**src/rtl/kbd_input_arbiter.sv**
```systemverilog
// Apple-1 keyboard input arbiter. Merges PS/2, UART and text-download ASCII
// sources into one ordered FIFO. Presents the FIFO to the 6502 as the
// KBD (0xD010) / KBDCR (0xD011) register pair.
//
// Ports:
//   clk25, rst_n          25 MHz master clock, async active-low reset
//   enable                CPU clock enable; qualifies the KBD pop
//   cs, address           CPU select of 0xD010..0xD011, ab[0] register select
//   dout                  combinational read data to the CPU data-in mux
//   ps2_valid/ps2_data    one-cycle strobe plus ASCII byte from the PS/2 decoder
//   uart_valid/uart_data  one-cycle strobe plus ASCII byte from UART RX
//   text_valid/text_data  download stream byte (handshaked, never dropped)
//   text_ready            combinational: the text byte is taken this cycle
//   fifo_count            current FIFO occupancy
//   overflow              sticky flag: a PS/2 or UART byte was dropped
module kbd_input_arbiter #(
    parameter int unsigned FIFO_DEPTH = 16,
    parameter bit          UPCASE     = 1'b1,
    parameter bit          LF_TO_CR   = 1'b1
) (
    input  logic                          clk25,
    input  logic                          rst_n,
    input  logic                          enable,
    input  logic                          cs,
    input  logic                          address,
    output logic [7:0]                    dout,
    input  logic                          ps2_valid,
    input  logic [7:0]                    ps2_data,
    input  logic                          uart_valid,
    input  logic [7:0]                    uart_data,
    input  logic                          text_valid,
    input  logic [7:0]                    text_data,
    output logic                          text_ready,
    output logic [$clog2(FIFO_DEPTH):0]   fifo_count,
    output logic                          overflow
);

    localparam int unsigned AW = $clog2(FIFO_DEPTH);
    localparam int unsigned CW = AW + 1;

    // Strip bit 7, optionally fold lower case and map LF to CR.
    function automatic logic [6:0] xform(input logic [7:0] d);
        logic [6:0] c;
        c = d[6:0];
        if (UPCASE && (c >= 7'h61) && (c <= 7'h7A)) begin
            c = c - 7'h20;
        end
        if (LF_TO_CR && (c == 7'h0A)) begin
            c = 7'h0D;
        end
        return c;
    endfunction

    logic [6:0]    mem [FIFO_DEPTH];
    logic [AW-1:0] wr_ptr;
    logic [AW-1:0] rd_ptr;
    logic [6:0]    last_key;
    logic [6:0]    ps2_hold;
    logic          ps2_hold_valid;
    logic [6:0]    uart_hold;
    logic          uart_hold_valid;
    // Set on the first clock after reset so text_ready stays low while in reset.
    logic          armed;

    logic          full;
    logic          empty;
    logic          push_ps2;
    logic          push_uart;
    logic          push_text;
    logic          push;
    logic [6:0]    push_data;
    logic          pop;
    logic [6:0]    head;

    // Fixed-priority push selection and CPU read decode.
    always_comb begin
        full       = (fifo_count == CW'(FIFO_DEPTH));
        empty      = (fifo_count == '0);
        head       = mem[rd_ptr];
        push_ps2   = !full && ps2_hold_valid;
        push_uart  = !full && !ps2_hold_valid && uart_hold_valid;
        text_ready = armed && !full && !ps2_hold_valid && !uart_hold_valid;
        push_text  = text_valid && text_ready;
        push       = push_ps2 || push_uart || push_text;
        push_data  = xform(text_data);
        if (push_ps2) begin
            push_data = ps2_hold;
        end else if (push_uart) begin
            push_data = uart_hold;
        end
        pop  = cs && enable && !address && !empty;
        dout = 8'h00;
        if (cs) begin
            if (address) begin
                dout = {!empty, 7'b0};
            end else if (empty) begin
                dout = {1'b0, last_key};
            end else begin
                dout = {1'b1, head};
            end
        end
    end

    // FIFO storage; contents are qualified by the pointers and count.
    always_ff @(posedge clk25) begin
        if (push) begin
            mem[wr_ptr] <= push_data;
        end
    end

    // Pointers, count, last key and the source hold registers.
    always_ff @(posedge clk25 or negedge rst_n) begin
        if (!rst_n) begin
            wr_ptr          <= '0;
            rd_ptr          <= '0;
            fifo_count      <= '0;
            last_key        <= '0;
            ps2_hold        <= '0;
            ps2_hold_valid  <= 1'b0;
            uart_hold       <= '0;
            uart_hold_valid <= 1'b0;
            overflow        <= 1'b0;
            armed           <= 1'b0;
        end else begin
            armed      <= 1'b1;
            fifo_count <= fifo_count + CW'(push) - CW'(pop);
            if (push) begin
                wr_ptr <= wr_ptr + AW'(1);
            end
            if (pop) begin
                rd_ptr   <= rd_ptr + AW'(1);
                last_key <= head;
            end

            // A strobe into a hold that is draining this edge is not a drop.
            if (ps2_valid) begin
                if (ps2_hold_valid && !push_ps2) begin
                    overflow <= 1'b1;
                end else begin
                    ps2_hold       <= xform(ps2_data);
                    ps2_hold_valid <= 1'b1;
                end
            end else if (push_ps2) begin
                ps2_hold_valid <= 1'b0;
            end

            if (uart_valid) begin
                if (uart_hold_valid && !push_uart) begin
                    overflow <= 1'b1;
                end else begin
                    uart_hold       <= xform(uart_data);
                    uart_hold_valid <= 1'b1;
                end
            end else if (push_uart) begin
                uart_hold_valid <= 1'b0;
            end
        end
    end

endmodule

```
**config.mk**
```make
export PLATFORM = sky130hd
export DESIGN_NAME = kbd_input_arbiter
export DESIGN_NICKNAME = d
export VERILOG_FILES = /design/src/rtl/kbd_input_arbiter.sv
export SDC_FILE = /design/constraint.sdc
export NUM_CORES = 1
export LEC_CHECK = 0
export ABC_AREA = 1
export BUFFER_PORTS_ARGS = -buffer_cell sky130_fd_sc_hd__buf_2
export CAP_MARGIN = 25
export CORE_MARGIN = 2
export CORE_UTILIZATION = 35
export CTS_BUF_LIST = sky130_fd_sc_hd__clkbuf_8
export DETAILED_ROUTE_END_ITERATION = 10
export PLACE_DENSITY = 0.49
export SLEW_MARGIN = 10
export SYNTH_ARGS = -nofsm -noshare
export SYNTH_HDL_FRONTEND = slang
export SYNTH_SLANG_ARGS = --single-unit
```
**constraint.sdc**
```tcl
create_clock -name clk25 -period 6.15 [get_ports clk25]
set_input_delay 1.23 -clock clk25 [delete_from_list [all_inputs] [get_ports clk25]]
set_output_delay 1.23 -clock clk25 [all_outputs]
set_load 0.02 [all_outputs]
```
==> run metrics, run 1 <==
IO Pins 47; worst-skew pair later-pin latency 0.45 ns; worst hold path class reg -> reg; cell area after synthesis 6979 µm²; Setup Crit Path Kind reg -> out; setup slack, reg-to-reg 3.13 ns; Post-CTS Hold Buffers 0; CP Capture Type output port; pwr/cell area 451.3 nW/µm²; DRT Wirelength 16.54 mm; DR pass1 iterations 5; core area 19,530 µm²; setup TNS 0 ns; met3 Use GR 0.03742; CTS Root Cell clkbuf_8; number of global-route vias before repair 4,633; Rel. slew slack 0.4583; nets 763; grt met1 use 0.2215; grt ovf 0; Ys Warns 0; Post-Synthesis Cells 671; CTS buffer count 17; Final setup viols 0; fill count 1,935; first-pass GRT wire length 26.05 mm; flops & latches, synth 150; Async SR Flop Fraction 0.2533; Max Cap Viol 0; top_reg_cell synth edfxtp_1; Final Cycle Share 0.6794; P&R area growth vs syn 12.91%; DRC violations left 0; slew at the pin closest to its max-slew limit 0.8126 ns; Vias/cell 4.890; Final Max Slew Viols 0; CTS Sinks 150; EDFF count, synth 112; I/O Buffers 43; row count 51; Yosys cell types 34; fin worst setup slack 1.972 ns; remaining antenna violation count 0; skew final 0.007125 ns; CTS tree built; Final Hold Fails 0; GRT Max-Usage Layer met2; post-synthesis sequential area ratio 0.6181; Pleak 3.112 nW; DRT iter0 DRCs 323; n_diodes 0; DIE HEIGHT 145.2 µm; number of H-tree levels 4; post-CTS setup buffers 0; post-cts resize count 0; average wire per standard cell 16.63 µm; Total GRT Usage 0.1606; HPWL after DPL 10.48 mm; Starting Density 0.3574; CP startpoint kind flop; die width 145.2 µm; Worst Path Required 4.92 ns; placer congestion estimate 0.8166; number of vias in the routed layout 4,861; die footprint 21,090 µm²; GRT met2 Usage 0.2547; initial antenna violation count 0; share of cells above drive strength 1 0.1591; Net Count, Synth 718; outcome finished, final reports clean; crit-path max FO 59; Worst-path clk slew 0.08 ns; maximum clock frequency 239.3 MHz; Mean Syn Cell Area 10.40 µm²; Tmin final 4.178 ns; Clock Tree Buf Depth 2; post-place setup slack 2.233 ns; VDD IR max 0.1423 mV; arrival time worst endpoint 2.95 ns; largest net degree at the start of global routing 60; RSZ-0062 raised after global routing false
-- stage by stage --
stage	hold WS, ns	instance area [µm²]	cells	util	total power, mW
final	0.4816	7880	994	0.4036	3.556
after global routing	0.5085	7880	994	0.4036	3.793
after CTS	0.4831	7818	990	0.4004	3.562
after detailed placement	0.4634	7397	958	0.3788	2.756
after global placement	0.4565	7397	958	0.3788	2.716
after floorplan	0.4422	6979	671	-	2.379
-- synth_stat cells, types with 3 or more instances --
cell type  count  area (µm²)
buf_2         11       55.05
nor2_1       135       506.7
inv_2          7       26.28
dfrtp_1       38       950.9
nand2_1       80       300.3
inv_1         52       195.2
a31oi_1       10       62.56
ha_1          14       175.2
nor2_2         5       31.28
nand3_1       39       195.2
o21bai_1       4       30.03
o21ai_1       15       75.07
o211ai_1      21       157.7
o21ai_0       56       280.3
xor2_1        10       87.58
or2_2          6       37.54
a21oi_1        9       45.04
buf_6          7       78.83
clkbuf_2       3       15.01
o221ai_1       7       61.31
nand3_2        6       60.06
buf_4          3       22.52
nand4_1        6       37.54
edfxtp_1     112        3363
-- cells in the final DEF, fill, tap and decap left out, types with 7 or more instances in the layout --
cell,instances
inv_1,52
o211ai_1,21
inv_2,7
nor2_1,135
a31oi_1,8
nand2_1,80
nand3_1,39
buf_2,43
a21oi_1,9
dfrtp_1,38
clkbuf_8,17
edfxtp_1,112
ha_1,14
o21ai_1,15
o221ai_1,7
xor2_1,10
o21ai_0,56
-- final timing paths --
check / from / end / cells after the start
min reg2reg: overflow$_DFF_PN0_ / overflow$_DFF_PN0_ / 2
min in group asynchronous: rst_n / rd_ptr[1]$_DFFE_PN0P_ / 1
max: rd_ptr[0]$_DFFE_PN0P_ / dout[2] / 12
max in group asynchronous: rst_n / wr_ptr[2]$_DFFE_PN0P_ / 2
max reg2reg: fifo_count[3]$_DFF_PN0_ / fifo_count[4]$_DFF_PN0_ / 16
min: overflow$_DFF_PN0_ / overflow$_DFF_PN0_ / 2
-- per-layer routing --
layer  routed length, µm  up-vias  part of all wire
li1                    -     2391                 -
met2                7760      112              0.47
met4                 198        0             0.012
met3                 730       19             0.044
met1                7846     2339              0.47
met5                   0        -                 0
-- critical path, cell delays in order (launching register included) --
cell and delay, ns:
dfrtp_1 0.34, buf_4 0.52, inv_2 0.24, buf_12 0.25, nor2_1 0.11, nor2_1 0.04
o21ai_0 0.12, o211ai_1 0.18, nand3_1 0.23, nand2_1 0.09, o21bai_1 0.13, inv_1 0.05
buf_2 0.15
-- cell families after synthesis --
kind of cell,share of synthesized area
xor+xnor,0.01255
simple gates,0.1766
buf+inv,0.05791
compound gates,0.1063
flops,0.6181
other cells,0.0005373
fa+ha+maj,0.02797
-- area by class of cell --
class,count,area (µm²),share of cell area
Sequential cell,150,4314,0.5475
Tap cell,265,331.6,0.04208
Multi-Input combinational cell,435,2273,0.2885
Clock buffer,17,234.0,0.02969
Inverter,60,225.2,0.02858
Timing Repair Buffer,52,315.3,0.04001
Clock inverter,15,186.4,0.02366
-- report_power, final --
| group | leakage (nW) | internal [mW] | switching (mW) |
|---|---|---|---|
| registers | 1.45 | 1.36 | 0.110 |
| clock network | 0.202 | 0.436 | 0.373 |
| logic | 1.46 | 0.381 | 0.897 |
| total | 3.11 | 2.18 | 1.38 |
-- state kept, by name, indices dropped and copies added, names as in the netlist --
| signal | flops |
|---|---|
| mem | 112 |
| last_key | 7 |
| ps2_hold | 7 |
| uart_hold | 7 |
| fifo_count | 5 |
| rd_ptr | 4 |
| wr_ptr | 4 |
| armed | 1 |
| overflow | 1 |
| ps2_hold_valid | 1 |
| uart_hold_valid | 1 |
No activity file was read; power rests on OpenSTA's default activity.
==> run 2: changes to the inputs <==
- PLACE_DENSITY: 0.49 -> 0.51
- clock period: 6.15 -> 3.7 ns (I/O delays scaled with it)
==> run metrics, run 2 (synthesis gave the netlist of run 1 again) <==
Final Hold Fails 0; Final setup viols 0; IO Pins 47; Final Core Density 0.4006; placed cells 966; post-place setup slack 0.7848 ns; Reg with most FFs mem; CP max stage cell buf_4; crit-path max FO 58; DRT Wirelength 16.21 mm; worst-case hold slack 0.1802 ns; CTS buffer count 17; number of H-tree levels 4; largest net degree at the start of global routing 59; nets 768; most used cell, CP nand3_1; Worst Path Required 2.96 ns; die footprint 21,090 µm²; most common cell after layout, fill and taps aside nor2_1; remaining antenna violation count 0; post-CTS setup buffers 0; CTS Root Cell clkbuf_8; die width 145.2 µm; max reg flops 112; fin worst setup slack 0.4686 ns; VDD IR max 0.2891 mV; Setup Crit Path Kind reg -> out; CTS Sinks 150; Crit. Startpoint rd_ptr[0]$_DFFE_PN0P_; skew final 0.01495 ns; slowest stage delay, CP 0.50 ns; Rel. slew slack 0.4779; Tmin final 3.231 ns; Clock Tree Buf Depth 2; Vias/cell 4.914; GRT Max-Usage Layer met2; RR Endpoint fifo_count[4]$_DFF_PN0_; met3 Use GR 0.03742; Starting Density 0.3574; Pleak 3.118 nW; row count 51; Non-Filler Instances 999; DRC violations left 0; number of global-route vias before repair 4,585; design area 7821 µm²; CTS tree built; Post-CTS Hold Buffers 0; P&R area growth vs syn 12.07%; RSZ-0062 raised after global routing false; Max Cap Viol 0; I/O Buffers 43; Worst Setup EP dout[6]; setup TNS 0 ns; Placed Area 7445 µm²; share of cells above drive strength 1 0.1567; HPWL after DPL 10.85 mm; DR pass1 iterations 6; Final Cycle Share 0.8734; Cell Chain, Critical Path buf_4 > o21ai_0 > o211ai_1 > nand3_1 > nand3_1 > nand3_1 > inv_1 > buf_2; post-cts resize count 0; Final Max Slew Viols 0; slew at the pin closest to its max-slew limit 0.7802 ns; first-pass GRT wire length 25.23 mm; Final Power 5.724 mW; grt ovf 0; grt met1 use 0.2093; GRT met2 Usage 0.2538; setup slack, reg-to-reg 0.76 ns; reg2reg path depth 16; most frequent cells in the layout nor2_1, edfxtp_1, nand2_1, o21ai_0, inv_1; reg2reg start fifo_count[3]$_DFF_PN0_; core area 19,530 µm²; Total GRT Usage 0.1572; n_diodes 0; fill count 1,941; worst hold path class in -> async; DRT iter0 DRCs 277; maximum clock frequency 309.5 MHz; Worst-path clk slew 0.09 ns; CP startpoint kind flop; worst-skew pair later-pin latency 0.46 ns; DIE HEIGHT 145.2 µm; placer congestion estimate 0.8111; number of vias in the routed layout 4,909; average wire per standard cell 16.23 µm; pwr/cell area 731.8 nW/µm²; outcome finished, final reports clean; arrival time worst endpoint 2.49 ns; initial antenna violation count 0; CP Capture Type output port
## run 2: cell types whose count changed in the layout (fill, tap and decap cells not counted), sizes merged
| cell | previous run | this run |
|---|---|---|
| bufinv | 4 | 2 |
| inv | 59 | 62 |
| buf | 52 | 57 |
| clkinv | 8 | 9 |
| clkinvlp | 4 | 2 |
## run 2: worst min path at each step
stage	end	slack [ns]	cells past startpoint
5_1_grt	last_key[0]$_DFFE_PN0P_	0.17	1
3_3_place_gp	overflow$_DFF_PN0_	0.46	2
4_1_cts	last_key[0]$_DFFE_PN0P_	0.43	1
3_5_place_dp	overflow$_DFF_PN0_	0.47	2
6_report	rd_ptr[2]$_DFFE_PN0P_	0.18	1
2_1_floorplan	armed$_DFF_PN0_	0.44	0
## run 2: worst max-delay path, delay by kind of cell (launching register included)
kind	cells	cell delay, ns
AOI/OAI and AO/OA	2	0.51
and+or+nand+nor	3	0.41
buffers and inverters	3	0.70
DFF	1	0.38
## run 2: metal layers
metal,part of all wire,vias to the layer above
li1,-,2406
met1,0.46,2356
met2,0.48,131
met3,0.050,16
met4,0.013,0
met5,0,-
## run 2: area by class of cell
type                       instances  area, µm²  share of cell area
clock buffer                      17      234.0             0.02992
multi-input combinational        435       2261              0.2891
timing repair buffer              57      332.8             0.04255
clock inverter                    15      122.6             0.01568
tap                              265      331.6             0.04239
inverter                          60      225.2             0.02880
sequential                       150       4314              0.5516
## run 2: report_power, final
group / leakage, nW / switching (mW) / total, mW / internal [mW]
clock network: 0.191 / 0.590 / 1.17 / 0.576
registers: 1.45 / 0.151 / 2.41 / 2.26
logic: 1.48 / 1.50 / 2.15 / 0.642
total: 3.12 / 2.24 / 5.72 / 3.48
